--- src/rtl/lsm_pkg.sv ---
// Purpose: shared opcode constants and FSM state type for the LM/SM sequencer.
// Latency: n/a (declarations only).
// Backpressure: n/a.
package lsm_pkg;

    localparam logic [3:0] OP_LM = 4'b0110;
    localparam logic [3:0] OP_SM = 4'b0111;

    typedef enum logic {
        IDLE = 1'b0,
        SEQ  = 1'b1
    } state_t;

    function automatic logic is_lsm(input logic [3:0] op);
        return (op == OP_LM) || (op == OP_SM);
    endfunction

endpackage

--- src/rtl/lsb_enc.sv ---
// Purpose: lowest-set-bit encoder; gives the index, a found flag and a one-hot clear mask.
// Latency: combinational.
// Backpressure: none.
// Ports: vec (input bit vector), index (position of lowest set bit), found (vec != 0),
//        clr (one-hot mask of that bit, all zero when nothing found).
module lsb_enc #(
    parameter int W  = 8,
    parameter int IW = (W > 1) ? $clog2(W) : 1
) (
    input  logic [W-1:0]  vec,
    output logic [IW-1:0] index,
    output logic          found,
    output logic [W-1:0]  clr
);

    // Scan from the top down so the last hit written is the lowest bit.
    always_comb begin
        index = '0;
        found = 1'b0;
        clr   = '0;
        for (int i = W - 1; i >= 0; i--) begin
            if (vec[i]) begin
                index  = IW'(i);
                found  = 1'b1;
                clr    = '0;
                clr[i] = 1'b1;
            end
        end
    end

endmodule

--- src/rtl/lsm_sequencer.sv ---
// Purpose: expands LM/SM into one register-transfer micro-op per list bit (lowest first); other instructions pass through.
// Latency: one cycle from acceptance to first micro-op; a k-bit list issues over k consecutive cycles.
// Backpressure: output register advances only when empty or out_ready; in_ready drops while a list is being walked.
// Ports: clk/reset_n; in_valid/in_ir/in_pc/in_ready from pipe1; flush cancels; out_valid/out_ready plus
//        registered micro-op fields (ir, pc, lsm, load, store, base, reg, offset, first, last, r7_wr) to decode.
module lsm_sequencer
    import lsm_pkg::*;
#(
    parameter int DATA_W = 16,
    parameter int NREG   = 8,
    parameter int REG_AW = $clog2(NREG)
) (
    input  logic              clk,
    input  logic              reset_n,
    input  logic              in_valid,
    input  logic [DATA_W-1:0] in_ir,
    input  logic [DATA_W-1:0] in_pc,
    output logic              in_ready,
    input  logic              flush,
    input  logic              out_ready,
    output logic              out_valid,
    output logic [DATA_W-1:0] out_ir,
    output logic [DATA_W-1:0] out_pc,
    output logic              out_lsm,
    output logic              out_load,
    output logic              out_store,
    output logic [2:0]        out_base,
    output logic [REG_AW-1:0] out_reg,
    output logic [REG_AW-1:0] out_offset,
    output logic              out_first,
    output logic              out_last,
    output logic              out_r7_wr
);

    typedef struct packed {
        logic [DATA_W-1:0] ir;
        logic [DATA_W-1:0] pc;
        logic              lsm;
        logic              load;
        logic              store;
        logic [2:0]        base;
        logic [REG_AW-1:0] rg;
        logic [REG_AW-1:0] offset;
        logic              first;
        logic              last;
        logic              r7_wr;
    } uop_t;

    state_t            state_q, state_d;
    logic [NREG-1:0]   pend_q, pend_d;
    logic              vld_q, vld_d;
    uop_t              uop_q, uop_d;

    logic              adv;
    logic [3:0]        in_op;
    logic [NREG-1:0]   enc_vec;
    logic [REG_AW-1:0] enc_idx;
    logic              enc_found;
    logic [NREG-1:0]   enc_clr;
    logic [NREG-1:0]   rem;

    assign adv   = !vld_q || out_ready;
    assign in_op = in_ir[DATA_W-1 -: 4];
    // reset_n gating keeps pipe1 stalled while the block is held in reset.
    assign in_ready = reset_n && (state_q == IDLE) && adv && !flush;

    // One encoder serves both the first issue (fresh list) and the SEQ walk (pending mask).
    assign enc_vec = (state_q == IDLE) ? in_ir[NREG-1:0] : pend_q;

    lsb_enc #(
        .W  (NREG),
        .IW (REG_AW)
    ) u_lsb_enc (
        .vec   (enc_vec),
        .index (enc_idx),
        .found (enc_found),
        .clr   (enc_clr)
    );

    always_comb begin
        state_d = state_q;
        pend_d  = pend_q;
        vld_d   = vld_q;
        uop_d   = uop_q;
        rem     = enc_vec & ~enc_clr;

        if (flush) begin
            state_d = IDLE;
            pend_d  = '0;
            vld_d   = 1'b0;
            uop_d   = '0;
        end else if (adv) begin
            if (state_q == IDLE) begin
                vld_d = 1'b0;
                uop_d = '0;
                if (in_valid) begin
                    if (!is_lsm(in_op)) begin
                        vld_d       = 1'b1;
                        uop_d.ir    = in_ir;
                        uop_d.pc    = in_pc;
                        uop_d.first = 1'b1;
                        uop_d.last  = 1'b1;
                    end else if (enc_found) begin
                        vld_d        = 1'b1;
                        uop_d.ir     = in_ir;
                        uop_d.pc     = in_pc;
                        uop_d.lsm    = 1'b1;
                        uop_d.load   = (in_op == OP_LM);
                        uop_d.store  = (in_op == OP_SM);
                        uop_d.base   = in_ir[11:9];
                        uop_d.rg     = enc_idx;
                        uop_d.offset = '0;
                        uop_d.first  = 1'b1;
                        uop_d.last   = (rem == '0);
                        uop_d.r7_wr  = (in_op == OP_LM) && (enc_idx == REG_AW'(NREG - 1));
                        pend_d       = rem;
                        state_d      = (rem == '0) ? IDLE : SEQ;
                    end
                    // An empty list retires silently as a NOP: nothing is emitted.
                end
            end else begin
                // ir/pc/base/load/store carry over from the previous micro-op.
                vld_d        = 1'b1;
                uop_d.rg     = enc_idx;
                uop_d.offset = uop_q.offset + REG_AW'(1);
                uop_d.first  = 1'b0;
                uop_d.last   = (rem == '0);
                uop_d.r7_wr  = uop_q.load && (enc_idx == REG_AW'(NREG - 1));
                pend_d       = rem;
                if (rem == '0) begin
                    state_d = IDLE;
                end
            end
        end
    end

    always_ff @(posedge clk or negedge reset_n) begin
        if (!reset_n) begin
            state_q <= IDLE;
            pend_q  <= '0;
            vld_q   <= 1'b0;
            uop_q   <= '0;
        end else begin
            state_q <= state_d;
            pend_q  <= pend_d;
            vld_q   <= vld_d;
            uop_q   <= uop_d;
        end
    end

    assign out_valid  = vld_q;
    assign out_ir     = uop_q.ir;
    assign out_pc     = uop_q.pc;
    assign out_lsm    = uop_q.lsm;
    assign out_load   = uop_q.load;
    assign out_store  = uop_q.store;
    assign out_base   = uop_q.base;
    assign out_reg    = uop_q.rg;
    assign out_offset = uop_q.offset;
    assign out_first  = uop_q.first;
    assign out_last   = uop_q.last;
    assign out_r7_wr  = uop_q.r7_wr;

endmodule

--- config.mk ---
export PLATFORM = sky130hd
export DESIGN_NAME = lsm_sequencer
export DESIGN_NICKNAME = d
export VERILOG_FILES = /design/src/rtl/lsm_pkg.sv /design/src/rtl/lsb_enc.sv /design/src/rtl/lsm_sequencer.sv
export SDC_FILE = /design/constraint.sdc
export NUM_CORES = 1
export LEC_CHECK = 0
export BUFFER_PORTS_ARGS = -buffer_cell sky130_fd_sc_hd__buf_2
export CAP_MARGIN = 20
export CORE_MARGIN = 10
export CORE_UTILIZATION = 40
export DETAILED_ROUTE_END_ITERATION = 10
export MAX_ROUTING_LAYER = met4
export PLACE_DENSITY = 0.67
export REMOVE_ABC_BUFFERS = 1
export SLEW_MARGIN = 20
export SYNTH_ARGS = -nofsm -noshare
export SYNTH_HDL_FRONTEND = slang
export SYNTH_HIERARCHICAL = 1
export SYNTH_SLANG_ARGS = --single-unit
--- constraint.sdc ---
create_clock -name clk -period 2.5 [get_ports clk]
set_input_delay 0.625 -clock clk [delete_from_list [all_inputs] [get_ports clk]]
set_output_delay 0.625 -clock clk [all_outputs]
set_load 0.1 [all_outputs]
==> results of run 1 <==
==> per-stage QoR <==
| step | instances | util [%] | worst slack [ns] |
|---|---|---|---|
| 4_1_cts | 417 | 55.0 | 0.000942 |
| 3_5_place_dp | 401 | 51.1 | -0.212 |
| 2_1_floorplan | 218 | - | -1.67 |
| 3_3_place_gp | 401 | 51.1 | -0.176 |
| 5_1_grt | 419 | 56.8 | -0.123 |
| 6_report | 419 | 56.8 | 0.0388 |
==> kinds of logic (layout without fill, tap and decap cells) <==
family,count (synthesis),in the layout,share of synthesized area (%)
flip-flops,57,57,55.4
AND/OR/NAND/NOR,58,58,13.8
AO/OA/AOI/OAI,83,83,22.8
buffers and inverters,27,135,4.47
adder cells (fa/ha/maj),1,1,0.486
multiplexers,8,8,3.11
==> critical path, stage by stage (launching register included) <==
cell and delay (ns):
dfrtp_2 0.46, mux2i_1 0.25, inv_1 0.08, or4_4 0.58, nor3_4 0.16, and2_1 0.17
o22ai_1 0.09, nor4_2 0.31, buf_4 0.16, o211a_1 0.14
==> worst min-delay path by stage <==
stage | startpoint | endpoint | slack (ns) | depth (start not counted)
3_3_place_gp | out_lsm | out_lsm | 0.46 | 1
5_1_grt | in_pc[4] | out_pc[4] | 0.50 | 2
4_1_cts | reset_n | out_lsm | 0.48 | 2
2_1_floorplan | reset_n | out_base[0] | 0.33 | 0
3_5_place_dp | out_lsm | out_lsm | 0.47 | 1
6_report | reset_n | out_lsm | 0.45 | 2
==> Yosys cell counts (5+ instances only) <==
cell,number
a21oi_1,19
a22o_1,35
buf_2,5
clkbuf_1,9
dfrtp_1,57
inv_1,11
mux2i_1,8
nand2_1,10
nand3_1,7
nor2_1,6
o21ai_0,14
or4_1,8
==> per-layer routing <==
metal  up-vias  global-route usage, %  share of wire, %
met1      1111                   17.2                45
met2        85                   21.1                45
met4         0                   6.52               1.4
met5         -                      -                 0
met3         9                   5.08               8.6
li1       1081                      -                 -
==> power by group <==
part           leakage, nW  total [mW]  switching (mW)  internal, mW
clock network        0.120        1.05           0.359         0.688
registers            0.776       0.977          0.0198         0.957
logic                0.939       0.510           0.384         0.126
total                 1.83        2.53           0.763          1.77
==> timing repair <==
item,CTS,global route
cloned,0,1
buffers inserted,0,1
pin swaps,0,3
gates resized for setup,1,35
endpoints found under the setup margin,39,43
==> cell usage in the layout (no fill, tap or decap), types with 2 or more instances in the layout <==
master	instances
or4_1	8
o21bai_1	2
bufinv_16	3
and3_1	2
a22o_1	35
buf_6	2
a211oi_1	2
nor3b_1	4
nor4_2	3
nand2b_1	3
o21ai_2	9
o21ai_0	5
and2_1	2
buf_2	84
nor2_1	6
nand3b_1	2
inv_1	11
clkbuf_8	10
buf_12	3
nor2b_1	4
buf_4	18
o22ai_1	4
nand2_1	9
o41ai_1	2
nand3_1	7
mux2i_2	3
a21oi_2	2
a21oi_1	17
dfrtp_1	56
mux2i_1	5
==> cell type report <==
class	count	area, um2
fillers	556	2730
flip-flops and latches	57	1430
multi-input cells	150	1120
repair buffers	108	653
clock buffers	11	141
clock inverters	5	103
well taps	77	96.3
inverters	11	41.3
==> impl_metrics.tcl, run 1 <==
set metrics [dict create \
    status "complete, no violations" \
    antenna_found_initial 0 \
    cts_root_buf "clkbuf_8" \
    slew_headroom_pct 53.0 \
    setup-tns-final_ns 0 \
    ant_nets 0 \
    cts.sinks 57 \
    synth.top_cell.area_share_pct 55.4 \
    drive_above_1_share_pct 43.6 \
    syn_area_um2 2570 \
    die_area_um2 10000 \
    whs_ns 0.453 \
    maxCapViolations 0 \
    seq_area_frac_synth_pct 55.4 \
    synthTopCellsByArea "dfrtp_1 (55%), a22o_1 (12%), a21oi_1 (3.7%), mux2i_1 (3.1%), o21ai_0 (2.7%)" \
    grt_pass1_wl_mm 11.5 \
    fin_area_um2 3590 \
    drt_pre_antenna_iters 4 \
    fin_skew_ns 0.00693 \
    setup.worst_path.end "out_last" \
    rsz0062_at_grt "yes" \
    cp.arrival_ns 2.73 \
    syn_inst 234 \
    fin_nets 375 \
    portBuffers 85 \
    r2r_slack_ns 0.04 \
    h-tree-depth 3 \
    grt_use_total_pct 14.3 \
    ios 86 \
    ys_warn_count 6 \
    clockBufferDepth 2 \
    finalCritPeriodShare_pct 98.4 \
    die_x_um 100 \
    start_util_pct 40.8 \
    synth_cell_types 38 \
    synth-main-ff-cell "dfrtp_1" \
    cts.clk_slew.worst_paths_ns 0.07 \
    start_kind "flip-flop" \
    totalWireLength_mm 7.15 \
    viasPerCell 5.46 \
    ys_async_sr_fraction_pct 100 \
    routabilityCongestion 0.944 \
    dp_hpwl_mm 5.03 \
    row_count 29 \
    r2r_end "out_last" \
    cp-end-kind "flip-flop" \
    cts_tree "done" \
    initialDrtViolationCount 153 \
    crit_type "reg -> reg" \
    layout_min_cycle_time_ns 2.46 \
    ys_seq_elements 57 \
    fmax_mhz 406 \
    tightest_slew_ns 0.705 \
    num_vias 2286 \
    syn_to_final_growth_pct 39.3 \
    drc_errors 0 \
    crit_path_start "state_q" \
    total_power_mw 2.53 \
    drv_slew 0 \
    diodes 0 \
    hold_viol_final 0 \
    routedWlPerCell_um 17.1 \
    ctsHoldBuffers 0 \
    reg2reg_depth 9 \
    grt_overflow_total 0 \
    peakVddDrop_uv 413 \
    leakage_nw 1.83 \
    placed_area_um2 3230 \
    core_region_area_um2 6310 \
    crit_required_ns 2.77 \
    synth_top_area_cell "dfrtp_1" \
    grt_max_degree 58 \
    grt_pass1_vias 2340 \
    power_density_nw_per_um2 706 \
    die_y_um 100 \
    setup_viol 0 \
    synth_edf_count 0 \
    reg2reg_from "state_q" \
    path_max_fanout 5 \
    synth_area_per_cell_um2 11.0 \
    cts_made_buffers 9 \
    worstSkewPairLatency_ns 0.33 \
    min_path_type "in -> async" \
]
No activity file was read; power rests on OpenSTA's default activity.
==> inputs of run 2 (changes only) <==
--- a/config.mk
+++ b/config.mk
@@ -5,13 +5,13 @@
 export SDC_FILE = /design/constraint.sdc
 export NUM_CORES = 1
 export LEC_CHECK = 0
-export BUFFER_PORTS_ARGS = -buffer_cell sky130_fd_sc_hd__buf_2
 export CAP_MARGIN = 20
 export CORE_MARGIN = 10
 export CORE_UTILIZATION = 40
 export DETAILED_ROUTE_END_ITERATION = 10
+export DONT_BUFFER_PORTS = 1
 export MAX_ROUTING_LAYER = met4
-export PLACE_DENSITY = 0.67
+export PLACE_DENSITY = 0.55
 export REMOVE_ABC_BUFFERS = 1
 export SLEW_MARGIN = 20
 export SYNTH_ARGS = -nofsm -noshare
==> run 2 against run 1 <==
  * The flow now finishes with violations (negative setup slack)
  * Register-to-register slack worse by 0.098 ns
  * Via count fell by 4.9%
  * Setup slack got worse by 0.098 ns
  * Sequential share of layout area is 0.18 points higher
  * Clock-buffer cell count is the same
  * Die area unchanged
  * Global-route usage grew 0.23 points
  * Sequential power decreased by 0.5%
  * Utilization is 0.26 points lower
  * Critical path type unchanged
==> impl_metrics.tcl, run 2 (same netlist as run 1, synthesis figures left out) <==
set metrics [dict create \
    ant_nets 0 \
    h-tree-depth 3 \
    drc_errors 0 \
    grt_overflow_total 0 \
    violations "negative setup slack" \
    layout_commonest_cell "buf_4" \
    mostFrequentLayoutCells "buf_4 (73), dfrtp_1 (56), a22o_1 (35)" \
    grt_max_degree 58 \
    cts_root_buf "clkbuf_8" \
    path_max_fanout 8 \
    cts.sinks 57 \
    reg2reg_from "state_q" \
    setup-tns-final_ns -0.397 \
    grt_use_total_pct 14.5 \
    die_y_um 100 \
    viasPerCell 5.57 \
    dp_hpwl_mm 4.81 \
    grt_pass1_wl_mm 11.5 \
    status "finished, violations left" \
    met3_length_um 680 \
    core_region_area_um2 6310 \
    fin_area_um2 3570 \
    tightest_slew_ns 0.594 \
    cp_slowest_stage_delay_ns 0.58 \
    crit_chain "mux2i_2 -> inv_1 -> or4_4 -> nor3_4 -> nand2_2 -> buf_6 -> a31oi_4 -> buf_6 -> o21ai_0 -> a21oi_1" \
    cpMostUsedCell "buf_6" \
    min_path_type "in -> async" \
    crit_required_ns 2.75 \
    drive_above_1_share_pct 41.2 \
    wl_met1_mm 3.28 \
    die_area_um2 10000 \
    fmax_mhz 391 \
    start_kind "flip-flop" \
    num_vias 2174 \
    maxCapViolations 0 \
    top_layer "met4" \
    portBuffers 0 \
    hold_viol_final 0 \
    fin_skew_ns 0.00713 \
    drt_pre_antenna_iters 4 \
    setup_viol 11 \
    final.fill_count 573 \
    peakVddDrop_uv 371 \
    cp.arrival_ns 2.81 \
    fin_nets 346 \
    routabilityCongestion 0.871 \
    clockBufferDepth 2 \
    placed_area_um2 3130 \
    cts.clk_slew.worst_paths_ns 0.07 \
    crit_type "reg -> reg" \
    grt_pass1_vias 2224 \
    antenna_found_initial 0 \
    path_delay_family "simple AND/OR/NAND/NOR gates" \
    met2_length_mm 3.37 \
    cp_num_buf_inv 3 \
    slew_headroom_pct 60.1 \
    fin_ws_ns -0.0597 \
    diodes 0 \
    routedWlPerCell_um 19.1 \
    rsz0062_at_grt "yes" \
    cts_tree "done" \
    start_util_pct 40.8 \
    worstSkewPairLatency_ns 0.34 \
    cp-end-kind "flip-flop" \
    power_density_nw_per_um2 629 \
    cp_slowest_cell "or4_4" \
    die_x_um 100 \
    finalCritPeriodShare_pct 102 \
    leakage_nw 1.73 \
    initialDrtViolationCount 110 \
    drv_slew 0 \
    totalWireLength_mm 7.44 \
    ios 86 \
    cts_made_buffers 9 \
    layout_min_cycle_time_ns 2.56 \
    crit_path_start "state_q" \
    syn_to_final_growth_pct 38.7 \
    row_count 29 \
]
==> run 2: where the power goes <==
group | internal [mW] | switching [mW]
registers | 0.957 | 0.0153
clock network | 0.383 | 0.385
logic | 0.136 | 0.371
total | 1.48 | 0.771
==> run 2: metrics by stage <==
stage | setup slack, ns | hold WS (ns) | cells | util [%] | total power, mW
floorplan | -1.67 | 0.329 | 218 | - | 1.32
global placement | -0.0868 | 0.331 | 362 | 49.6 | 1.43
detailed placement | -0.149 | 0.331 | 362 | 49.6 | 1.44
CTS | -0.00867 | 0.155 | 385 | 53.7 | 2.24
global route | -0.194 | 0.171 | 390 | 56.5 | 2.34
finish | -0.0597 | 0.154 | 390 | 56.5 | 2.25
==> run 2: worst reg2reg max path: cells and delay by family (launching register included) <==
kind,cells,cell delay [ns]
AOI/OAI and AO/OA,3,0.43
buffers and inverters,3,0.40
DFF,1,0.48
muxes,1,0.28
and+or+nand+nor,3,0.90
==> run 2: final cells by class <==
cell class | count | area, um2 | share of cell area [%]
Clock inverter | 5 | 31.3 | 0.876
Clock buffer | 11 | 141 | 3.96
Inverter | 11 | 41.3 | 1.16
Tap cell | 77 | 96.3 | 2.70
Multi-Input combinational cell | 150 | 1180 | 33.1
Timing Repair Buffer | 79 | 649 | 18.2
Sequential cell | 57 | 1430 | 40.0
==> run 2: final timing paths <==
kind | endpoint | slack [ns] | cells past startpoint
max | pend_q[4] | -0.06 | 10
min | out_pc[2] | 0.15 | 1
max reg2reg | pend_q[4] | -0.06 | 10
min reg2reg | out_pc[10] | 0.50 | 1
max in group asynchronous | state_q | 2.10 | 1
min in group clk | out_offset[0] | 0.34 | 1
==> run 2: routing by layer <==
| metal | global-route usage, % | vias to the layer above |
|---|---|---|
| met5 | - | - |
| met1 | 18.1 | 1064 |
| met2 | 21.0 | 78 |
| li1 | - | 1019 |
| met3 | 5.36 | 13 |
| met4 | 5.54 | 0 |
==> run 2: timing repair <==
action,CTS,global route
buffers inserted,6,4
hold endpoints to repair,57,0
gates cloned,0,1
endpoints found under the setup margin,44,45
hold buffers,1,0
resized for setup,5,36
pin swaps,0,22
==> inputs of run 3 (changes only) <==
--- a/config.mk
+++ b/config.mk
@@ -16,5 +16,4 @@
 export SLEW_MARGIN = 20
 export SYNTH_ARGS = -nofsm -noshare
 export SYNTH_HDL_FRONTEND = slang
-export SYNTH_HIERARCHICAL = 1
 export SYNTH_SLANG_ARGS = --single-unit
==> run 3 against run 2 <==
  * The flow now finishes without violations
  * Critical endpoint is now out_pc[14]
  * Sequential power fell by 1%
  * Clock skew grew 0.0048 ns
  * Routed wire length up 4.5%
==> impl_metrics.tcl, run 3 <==
set metrics [dict create \
    syn_area_um2 2650 \
    grt_pass1_vias 2325 \
    worstSkewPairLatency_ns 0.31 \
    routabilityCongestion 0.885 \
    tightest_slew_ns 0.913 \
    drc_errors 0 \
    syn_to_final_growth_pct 24.8 \
    drt_pre_antenna_iters 4 \
    layout_commonest_cell "buf_4" \
    synth.top_cell.area_share_pct 53.0 \
    synth_cell_types 55 \
    h-tree-depth 2 \
    synth.most_common_cell "dfrtp_1" \
    ios 86 \
    start_kind "flip-flop" \
    seq_area_frac_synth_pct 53.0 \
    fmax_mhz 422 \
    grt_overflow_total 0 \
    cts_root_buf "clkbuf_8" \
    path_delay_family "compound AO/OA/AOI/OAI gates" \
    fin_skew_ns 0.0120 \
    routedWlPerCell_um 20.7 \
    total_power_mw 2.13 \
    initialDrtViolationCount 166 \
    cpMostUsedCell "a22o_1" \
    status "complete, no violations" \
    synth_top_area_cell "dfrtp_1" \
    ys_async_sr_fraction_pct 100 \
    die_x_um 101 \
    power.share.clock_pct 32.2 \
    crit_type "reg -> reg" \
    hold_viol_final 0 \
    cts_made_buffers 5 \
    finalCritPeriodShare_pct 94.8 \
    synth_area_per_cell_um2 10.8 \
    synth_edf_count 0 \
    fin_nets 336 \
    cts.clk_slew.worst_paths_ns 0.10 \
    cp.arrival_ns 2.57 \
    path_max_fanout 32 \
    cp_num_buf_inv 0 \
    core_region_area_um2 6390 \
    p_seq_share_pct 45.1 \
    cp_slowest_cell "o311a_4" \
    totalWireLength_mm 7.77 \
    placed_area_um2 3140 \
    setup_viol 0 \
    maxCapViolations 0 \
    power_density_nw_per_um2 644 \
    slew_headroom_pct 39.1 \
    synthTopCellsByArea "dfrtp_1 (53%), a22o_1 (11%), a21oi_1 (3.2%), o21ai_0 (2.6%), nand2_1 (2.1%)" \
    syn_inst 244 \
    grt_use_total_pct 15.8 \
    drive_above_1_share_pct 26.8 \
    grt_pass1_wl_mm 12.7 \
    start_util_pct 41.4 \
    mostFrequentLayoutCells "buf_4 (64), dfrtp_1 (56), a22o_1 (33)" \
    die_area_um2 10300 \
    power_frac_comb_pct 22.7 \
    grt_max_degree 57 \
    fin_area_um2 3300 \
    dp_hpwl_mm 5.48 \
    diodes 0 \
    ant_nets 0 \
    layout_min_cycle_time_ns 2.37 \
    ys_warn_count 0 \
    num_vias 2238 \
    cts.sinks 56 \
    internal-power_mw 1.45 \
    die_y_um 101 \
    leakage_nw 1.55 \
    crit_chain "or3_1 -> a22o_1 -> or2_1 -> o311a_4 -> a22o_1" \
    portBuffers 0 \
    clockBufferDepth 2 \
    synthTopCellsByCount "dfrtp_1 (56), a22o_1 (33), a21oi_1 (17)" \
    final_core_util_pct 51.7 \
    cts_tree "done" \
    p_switching_mw 0.674 \
    antenna_found_initial 0 \
    rsz0062_at_grt "no" \
    cp_slowest_stage_delay_ns 0.54 \
    row_count 29 \
    min_path_type "in -> async" \
    peakVddDrop_uv 378 \
    viasPerCell 5.97 \
    power.share.switching_pct 31.7 \
    whs_ns 0.172 \
    ys_seq_elements 56 \
    synth-main-ff-cell "dfrtp_1" \
    drv_slew 0 \
    crit_required_ns 2.70 \
    cp-end-kind "flip-flop" \
]
-- run 3: worst reg2reg max path, stage by stage (launching register included) --
cell     delay [ns]
dfrtp_1        0.48
or3_1          0.42
a22o_1         0.30
or2_1          0.27
o311a_4        0.54
a22o_1         0.25
-- run 3: per-stage QoR --
stage	TNS, ns	cells	worst slack [ns]
2_1_floorplan	-33.44	225	-0.920
3_3_place_gp	0	367	0.0758
3_5_place_dp	0	367	0.0353
4_1_cts	0	375	0.0345
5_1_grt	0	375	0.0250
6_report	0	375	0.129
-- run 3: path summary, 6_finish.rpt --
| check | end | cells past startpoint | slack (ns) | from |
|---|---|---|---|---|
| setup / recovery | out_pc[14] | 5 | 0.13 | state_q |
| hold / removal | pend_q[7] | 1 | 0.17 | reset_n |
| setup reg to reg | out_pc[14] | 5 | 0.13 | state_q |
| hold reg to reg | out_ir[1] | 1 | 0.51 | out_ir[1] |
| max in group asynchronous | out_reg[2] | 1 | 2.10 | reset_n |
| min in group clk | out_reg[1] | 1 | 0.36 | flush |
-- run 3: power by group through the flow --
stage	Clock, mW	Sequential (mW)	Combinational (mW)
floorplan	0	1.21	0.110
global placement	0	0.976	0.459
detailed placement	0	0.977	0.461
CTS	0.707	0.959	0.485
global route	0.736	0.964	0.510
finish	0.685	0.959	0.482
-- run 3: logic make-up after synthesis --
kind of cell,share of synthesized area [%]
buffers and inverters,4.63
DFF,53.0
muxes,0.378
and+or+nand+nor,11.7
adders and majority gates,0.473
AOI/OAI and AO/OA,29.2
xor gates and xnor gates,0.662
-- run 3: cell type report --
| class | instances | area, um2 |
|---|---|---|
| clock buffer | 5 | 68.8 |
| clock inverter | 2 | 60.1 |
| multi-input combinational | 164 | 1130 |
| sequential | 56 | 1400 |
| fill | 594 | 3080 |
| tap | 77 | 96.3 |
| timing repair buffer | 66 | 528 |
| inverter | 5 | 18.8 |
-- run 3: per-layer routing --
layer	wire length, um	vias to the layer above	GRT usage, %
met5	0	-	-
met4	92	0	4.29
met2	3820	71	25.4
li1	-	1038	-
met3	624	11	4.22
met1	3230	1118	19.2
-- run 3: timing repair --
item,CTS,global route
buffers inserted,0,0
endpoints found under the hold margin,56,0
hold buffers,1,0
gates resized for setup,0,1
setup endpoints to repair,0,1
